**config.mk**
```make
export PLATFORM = sky130hd
export DESIGN_NAME = mc_block_predictor_flat
export DESIGN_NICKNAME = d
export VERILOG_FILES = /design/src/rtl/mc_block_predictor_pkg.sv /design/src/rtl/mc_block_predictor_if.sv /design/src/rtl/mc_window_buf.sv /design/src/rtl/mc_block_predictor.sv /design/src/flat_wrapper.sv
export SDC_FILE = /design/constraint.sdc
export NUM_CORES = 1
export LEC_CHECK = 0
export ABC_AREA = 1
export ABC_CLOCK_PERIOD_IN_PS = 4310
export BUFFER_PORTS_ARGS = -buffer_cell sky130_fd_sc_hd__clkbuf_2
export CAP_MARGIN = 30
export CORE_MARGIN = 5
export CORE_UTILIZATION = 38
export DETAILED_ROUTE_END_ITERATION = 12
export PLACE_DENSITY_LB_ADDON = 0.25
export SLEW_MARGIN = 25
export SYNTH_ARGS = -nofsm -noshare
export SYNTH_HDL_FRONTEND = slang
export SYNTH_SLANG_ARGS = --single-unit
export TNS_END_PERCENT = 50
```
**constraint.sdc**
```tcl
create_clock -name clk -period 4.31 [get_ports clk]
set_input_delay 0 -clock clk [delete_from_list [all_inputs] [get_ports clk]]
set_output_delay 0 -clock clk [all_outputs]
set_load 0.01 [all_outputs]
```
**src/rtl/mc_block_predictor_pkg.sv**
```systemverilog
// mc_block_predictor_pkg: shared geometry constants and FSM state type for the block predictor.
package mc_pkg;
  localparam int BLK = 4;
  localparam int MV_W = 3;
  localparam int WIN = BLK + 2**MV_W - 1;
  localparam int ADDR_W = $clog2(WIN*WIN);
  localparam int CNT_W = $clog2(BLK);
  localparam logic [CNT_W-1:0] CNT_MAX = CNT_W'(BLK-1);
  localparam logic [ADDR_W-1:0] WIN_LAST = ADDR_W'(WIN*WIN-1);
  typedef enum logic [1:0] {IDLE, LOAD, WAIT_MV, EMIT} state_t;
endpackage

```
**src/rtl/mc_block_predictor_if.sv**
```systemverilog
// mc_block_predictor_if: window stream, motion vector and predicted-pixel stream bundle.
// flush exists only when MC_REUSE_EN is defined.
interface mc_block_predictor_if;
  import mc_pkg::*;
  logic [7:0] s_data;
  logic s_valid, s_ready;
  logic [MV_W-1:0] mv_x, mv_y;
  logic mv_valid, mv_ready;
  logic [7:0] p_data;
  logic p_valid, p_ready, p_last, busy;
`ifdef MC_REUSE_EN
  logic flush;
`endif
  modport master (
`ifdef MC_REUSE_EN
    output flush,
`endif
    output s_data, s_valid, mv_x, mv_y, mv_valid, p_ready,
    input s_ready, mv_ready, p_data, p_valid, p_last, busy
  );
  modport slave (
`ifdef MC_REUSE_EN
    input flush,
`endif
    input s_data, s_valid, mv_x, mv_y, mv_valid, p_ready,
    output s_ready, mv_ready, p_data, p_valid, p_last, busy
  );
endinterface

```
**src/rtl/mc_window_buf.sv**
```systemverilog
// mc_window_buf: WIN*WIN byte window store, one sync write port and one async read port.
module mc_window_buf import mc_pkg::*; (
  input  logic              clk,
  input  logic              wr_en,
  input  logic [ADDR_W-1:0] wr_addr,
  input  logic [7:0]        wr_data,
  input  logic [ADDR_W-1:0] rd_addr,
  output logic [7:0]        rd_data
);
  logic [7:0] r_mem [WIN*WIN];
  always_ff @(posedge clk)
    if (wr_en) r_mem[wr_addr] <= wr_data;
  assign rd_data = r_mem[rd_addr];
endmodule

```
**src/rtl/mc_block_predictor.sv**
```systemverilog
// mc_block_predictor: buffers a search window and emits the BLK x BLK block at each motion vector.
// MC_REUSE_EN keeps the window for further vectors and adds a flush input.
module mc_block_predictor import mc_pkg::*; (
  input logic clk,
  input logic rst_n,
  mc_block_predictor_if.slave bus
);
  state_t r_state, w_state_n;
  logic [ADDR_W-1:0] r_wr_idx, w_wr_addr, w_rd_addr;
  logic [MV_W-1:0] r_mvx, r_mvy;
  logic [CNT_W-1:0] r_row, r_col, w_row_n, w_col_n;
  logic [MV_W:0] w_ax, w_ay;
  logic [7:0] w_rd_data, r_p_data;
  logic r_p_valid, r_p_last, w_last_n;
  logic w_s_hs, w_mv_hs, w_p_hs, w_flush, w_reuse;
`ifdef MC_REUSE_EN
  assign w_flush = bus.flush;
  assign w_reuse = 1'b1;
`else
  assign w_flush = 1'b0;
  assign w_reuse = 1'b0;
`endif
  assign bus.s_ready = (r_state == IDLE) || (r_state == LOAD);
  assign bus.mv_ready = (r_state == WAIT_MV) && !w_flush;
  assign bus.busy = r_state != IDLE;
  assign bus.p_data = r_p_data;
  assign bus.p_valid = r_p_valid;
  assign bus.p_last = r_p_last;
  assign w_s_hs = bus.s_valid && bus.s_ready;
  assign w_mv_hs = bus.mv_valid && bus.mv_ready;
  assign w_p_hs = r_p_valid && bus.p_ready && (r_state == EMIT);
  assign w_wr_addr = (r_state == IDLE) ? '0 : r_wr_idx;
  // Outside EMIT the read port looks ahead at pixel 0 of the incoming vector.
  assign w_col_n = (r_state != EMIT || r_col == CNT_MAX) ? '0 : r_col + 1'b1;
  assign w_row_n = (r_state != EMIT) ? '0 : r_row + CNT_W'(r_col == CNT_MAX);
  assign w_last_n = (w_row_n == CNT_MAX) && (w_col_n == CNT_MAX);
  assign w_ax = (MV_W+1)'(r_state == EMIT ? r_mvx : bus.mv_x) + (MV_W+1)'(w_col_n);
  assign w_ay = (MV_W+1)'(r_state == EMIT ? r_mvy : bus.mv_y) + (MV_W+1)'(w_row_n);
  assign w_rd_addr = ADDR_W'(w_ay) * ADDR_W'(WIN) + ADDR_W'(w_ax);
  mc_window_buf u_buf (
    .clk     (clk),
    .wr_en   (w_s_hs),
    .wr_addr (w_wr_addr),
    .wr_data (bus.s_data),
    .rd_addr (w_rd_addr),
    .rd_data (w_rd_data)
  );
  always_ff @(posedge clk or negedge rst_n)
    if (!rst_n) r_state <= IDLE;
    else r_state <= w_state_n;
  always_comb begin
    w_state_n = r_state;
    case (r_state)
      IDLE:    w_state_n = w_s_hs ? LOAD : IDLE;
      LOAD:    w_state_n = (w_s_hs && r_wr_idx == WIN_LAST) ? WAIT_MV : LOAD;
      WAIT_MV: w_state_n = w_flush ? IDLE : w_mv_hs ? EMIT : WAIT_MV;
      EMIT:    w_state_n = (w_p_hs && r_p_last) ? (w_reuse ? WAIT_MV : IDLE) : EMIT;
      default: w_state_n = IDLE;
    endcase
  end
  always_ff @(posedge clk or negedge rst_n)
    if (!rst_n) begin
      r_wr_idx <= '0;
      r_mvx <= '0;
      r_mvy <= '0;
      r_row <= '0;
      r_col <= '0;
      r_p_data <= '0;
      r_p_valid <= 1'b0;
      r_p_last <= 1'b0;
    end else begin
      if (w_s_hs) r_wr_idx <= (w_wr_addr == WIN_LAST) ? '0 : w_wr_addr + 1'b1;
      if (w_mv_hs) begin
        r_mvx <= bus.mv_x;
        r_mvy <= bus.mv_y;
        r_row <= '0;
        r_col <= '0;
        r_p_data <= w_rd_data;
        r_p_valid <= 1'b1;
        r_p_last <= 1'b0;
      end else if (w_p_hs) begin
        r_row <= w_row_n;
        r_col <= w_col_n;
        r_p_data <= r_p_last ? r_p_data : w_rd_data;
        r_p_valid <= !r_p_last;
        r_p_last <= !r_p_last && w_last_n;
      end
    end
endmodule

```
**src/flat_wrapper.sv**
```systemverilog
// flat-port wrapper written by rule: the top's interface ports become plain ports
module mc_block_predictor_flat import mc_pkg::*;
  (clk, rst_n, bus_s_data, bus_s_valid, bus_mv_x, bus_mv_y, bus_mv_valid, bus_p_ready, bus_s_ready, bus_mv_ready, bus_p_data, bus_p_valid, bus_p_last, bus_busy);
  mc_block_predictor_if bus_i ();
  input logic clk;
  input logic rst_n;
  input wire logic [$bits(bus_i.s_data)-1:0] bus_s_data;
  input wire logic [$bits(bus_i.s_valid)-1:0] bus_s_valid;
  input wire logic [$bits(bus_i.mv_x)-1:0] bus_mv_x;
  input wire logic [$bits(bus_i.mv_y)-1:0] bus_mv_y;
  input wire logic [$bits(bus_i.mv_valid)-1:0] bus_mv_valid;
  input wire logic [$bits(bus_i.p_ready)-1:0] bus_p_ready;
  output wire logic [$bits(bus_i.s_ready)-1:0] bus_s_ready;
  output wire logic [$bits(bus_i.mv_ready)-1:0] bus_mv_ready;
  output wire logic [$bits(bus_i.p_data)-1:0] bus_p_data;
  output wire logic [$bits(bus_i.p_valid)-1:0] bus_p_valid;
  output wire logic [$bits(bus_i.p_last)-1:0] bus_p_last;
  output wire logic [$bits(bus_i.busy)-1:0] bus_busy;
  assign bus_i.s_data = bus_s_data;
  assign bus_i.s_valid = bus_s_valid;
  assign bus_i.mv_x = bus_mv_x;
  assign bus_i.mv_y = bus_mv_y;
  assign bus_i.mv_valid = bus_mv_valid;
  assign bus_i.p_ready = bus_p_ready;
  assign bus_s_ready = bus_i.s_ready;
  assign bus_mv_ready = bus_i.mv_ready;
  assign bus_p_data = bus_i.p_data;
  assign bus_p_valid = bus_i.p_valid;
  assign bus_p_last = bus_i.p_last;
  assign bus_busy = bus_i.busy;
  mc_block_predictor u_core (.clk(clk), .rst_n(rst_n), .bus(bus_i));
endmodule
```
==> results.md <==
* Status: finished with violations
* Failing checks: setup timing
* Drt pass-1 iters at 5
* Die area at 119000 um^2
* Commonest cells in the synthesized netlist: nand2_1 (1126), edfxtp_1 (968), nand3_1 (685)
* Worst setup SP type: register
* Peak VDD IR at 0.394 mV
* Fill cells at 10257
* Cell Rows at 122
* Final Util at 0.461
* NumNets Final at 4101
* CTS Buffer Depth at 3
* Power Density at 390 nW/um^2
* Final setup vio count at 8
* Critical-path cell list: ha_2 > ha_4 > inv_2 > nor2_4 > ha_4 > fa_2 > buf_4 > ha_1 > ha_4 > ha_4 > fa_4 > buf_12 > buf_12 > buf_16 > nand3_1 > nand3_2 > nand3_2 > nand3_2 > nand3_4 > nand3_1 > nand2_1
* Ant. Diodes at 0
* Number of synthesized register bits at 997
* Clock Pin Slew Worst Setup and Hold Paths at 0.07 ns
* Levels on crit path at 21
* Worst path top cell family by delay: adder cells
* Via Count at 28954
* Finished Cell Area at 51100 um^2
* Core area at 111000 um^2
* Sink Count at 997
* Netlist cell types at 39
* Die height at 344 um
* CP max stage delay at 0.89 ns
* Endpoints failing hold at 0
* Area contributors post-synth: edfxtp_1 (68%), nand2_1 (9.9%), nand3_1 (8.1%)
* Clk_skew at 0.0412 ns
* Global Route Usage Sum at 0.202
* Placer congestion estimate at 0.876
* I/O pin count at 32
* Layout area overhead at 20.3%
* Skew-Pair Late Insertion Delay at 0.71 ns
* Pins Over Slew Limit at 0
* Worst Hold End: u_core.bus.p_valid
* Setup tns final at -2.25 ns
* Crit-path max FO at 10
* Initial core utilization at 0.383
* Synth Flop Type: edfxtp_1
* CP max stage cell: fa_4
* Critical Path RT at 4.90 ns
* Worst-margin pin slew at 0.907 ns
* RSZ-0062 raised after global routing: true
* Most frequent CP cell: ha_4
* Achievable Freq at 217 MHz
* Post-DRT Antenna Nets at 0
* First-pass GRT wire length at 180000 um
* Initial antenna violation count at 3
* Post-synth EDFFs at 968
* Critical Path AT at 5.20 ns
* Fin crit period at 4.61 ns
* Reg2reg setup slack at -0.30 ns
* Overall routed net length at 122000 um
* Largest net degree at the start of global routing at 122
* Leakage at 19.2 nW
* Final period util at 1.07
* Synth Instances at 3886
* Synth warn at 0
* Worst setup margin at -0.300 ns
* DRT iter0 DRCs at 2974
* Hold Slack at 0.221 ns
* Seq/Total Area, Yosys at 0.701
* Mapped Avg Cell Area at 10.9 um^2
* DP Area at 45600 um^2
* Hold WC Path Type: in -> reg
* Setup crit end kind: register
* Vias in the first global route at 27611
* Layout cell share with drive strength beyond 1 at 0.152
* Hold Crit Start: bus_p_ready
* WL/cell at 21.7 um
* Most frequent cell after synthesis: nand2_1
* Dpl ws at -0.664 ns
* # DRC at 0
* Top cell type's share of synthesized area at 0.684
* Area leader, netlist: edfxtp_1
* Asr flop ratio synth at 0.0291
* H-Tree Depth at 3
* Synth Cell Area at 42500 um^2
* CP Buf/Inv Count at 5
* CTS buffer count at 104
* CTS root buf: clkbuf_16
* DP Wirelength at 73900 um
* Syn nets at 3934
* Hold path depth at 5
* Drt via density at 5.14
* Die X at 344 um
* Critical path class: reg -> reg
* Reg2Reg Depth at 21
* Grt ovf at 0
* IO Port Bufs at 31
* CTS tree: built
* R2R Path Start: u_core.r_col[0]
* Reg2Reg Capture Point: u_core.bus.p_data[3]
* Max Cap Violations at 0
* Max-slew headroom at 0.393
## worst max-delay path by stage
stage	start	endpoint	slack, ns
global route	u_core.r_col[0]	u_core.bus.p_data[3]	-0.45
floorplan	u_core.r_col[0]	u_core.bus.p_data[1]	0.002
finish	u_core.r_col[0]	u_core.bus.p_data[3]	-0.30
global placement	u_core.r_col[0]	u_core.bus.p_data[3]	-0.69
CTS	u_core.r_col[1]	u_core.bus.p_data[5]	-0.33
detailed placement	u_core.r_col[0]	u_core.bus.p_data[3]	-0.66
## layer usage
metal / vias up / global-route usage / part of all wire / routed length [um]
met5: - / 0 / 0 / 0
met2: 1080 / 0.319 / 0.47 / 56800
met3: 211 / 0.0405 / 0.073 / 8950
met1: 14091 / 0.283 / 0.43 / 52500
met4: 0 / 0.0632 / 0.031 / 3780
li1: 13572 / - / - / -
## cell families (layout without fill, tap and decap cells)
group	after synthesis	count (layout)	share of synthesized area
and+or+nand+nor	2166	2166	0.213
xor gates and xnor gates	11	11	0.00395
DFF	997	997	0.701
AOI/OAI and AO/OA	166	166	0.0223
buffers and inverters	517	772	0.0503
adders and majority gates	29	29	0.00942
## through the flow
stage / instances / power [W]
after floorplan: 3886 / 0.0108
after global placement: 5374 / 0.0110
after detailed placement: 5375 / 0.0111
after CTS: 5618 / 0.0201
after global routing: 5629 / 0.0205
final: 5629 / 0.0199
## power breakdown
group	leakage (nW)	switching, W	total (W)	internal [W]
clock	1.69	0.00385	0.00907	0.00522
sequential	9.04	0	0.0106	0.0106
combinational	8.44	0.000195	0.000229	0.0000346
total	19.2	0.00404	0.0199	0.0159
## sequential cells by signal, indices dropped and copies added (netlist names)
signal              count
u_core.r_row            2
u_core.r_mvy            3
u_core.u_buf.r_mem    968
u_core.r_mvx            3
u_core.bus.p_last       1
u_core.r_state          2
u_core.bus.p_valid      1
u_core.r_wr_idx         7
u_core.r_col            2
u_core.bus.p_data       8
## timing repair
item / 4_1_cts / 5_1_grt
cloned: 11 / 3
hold buffers: 28 / 0
setup buffers: 10 / 7
endpoints found under the hold margin: 409 / 0
pin swaps: 50 / 28
setup endpoints to repair: 8 / 8
resized for setup: 203 / 59
## tightest hold or removal path: cells and delay by family
family / cells / cell delay, ns
AND/OR/NAND/NOR: 3 / 0.24
buffers and inverters: 2 / 0.65
## area by class of cell
type                    count  area [um^2]  share of cell area
clock buffers             129         2790              0.0545
repair inverters            1         20.0            0.000391
flip-flops and latches    997        29800               0.583
repair buffers            279         3160              0.0618
multi-input cells        2372        11700               0.228
inverters                 298         1160              0.0226
well taps                1488         1860              0.0364
clock inverters            65          672              0.0131
## cell usage in the layout, fill, tap and decap left out, drive strengths merged, types with 10 or more instances in the layout
cell / n
buf: 225
bufinv: 10
clkbuf: 156
clkinv: 44
dfrtp: 29
dlygate4sd3: 27
edfxtp: 968
ha: 24
inv: 304
nand2: 1129
nand3: 685
nor2: 334
o211ai: 34
o21ai: 114
No activity file was read; power rests on OpenSTA's default activity.
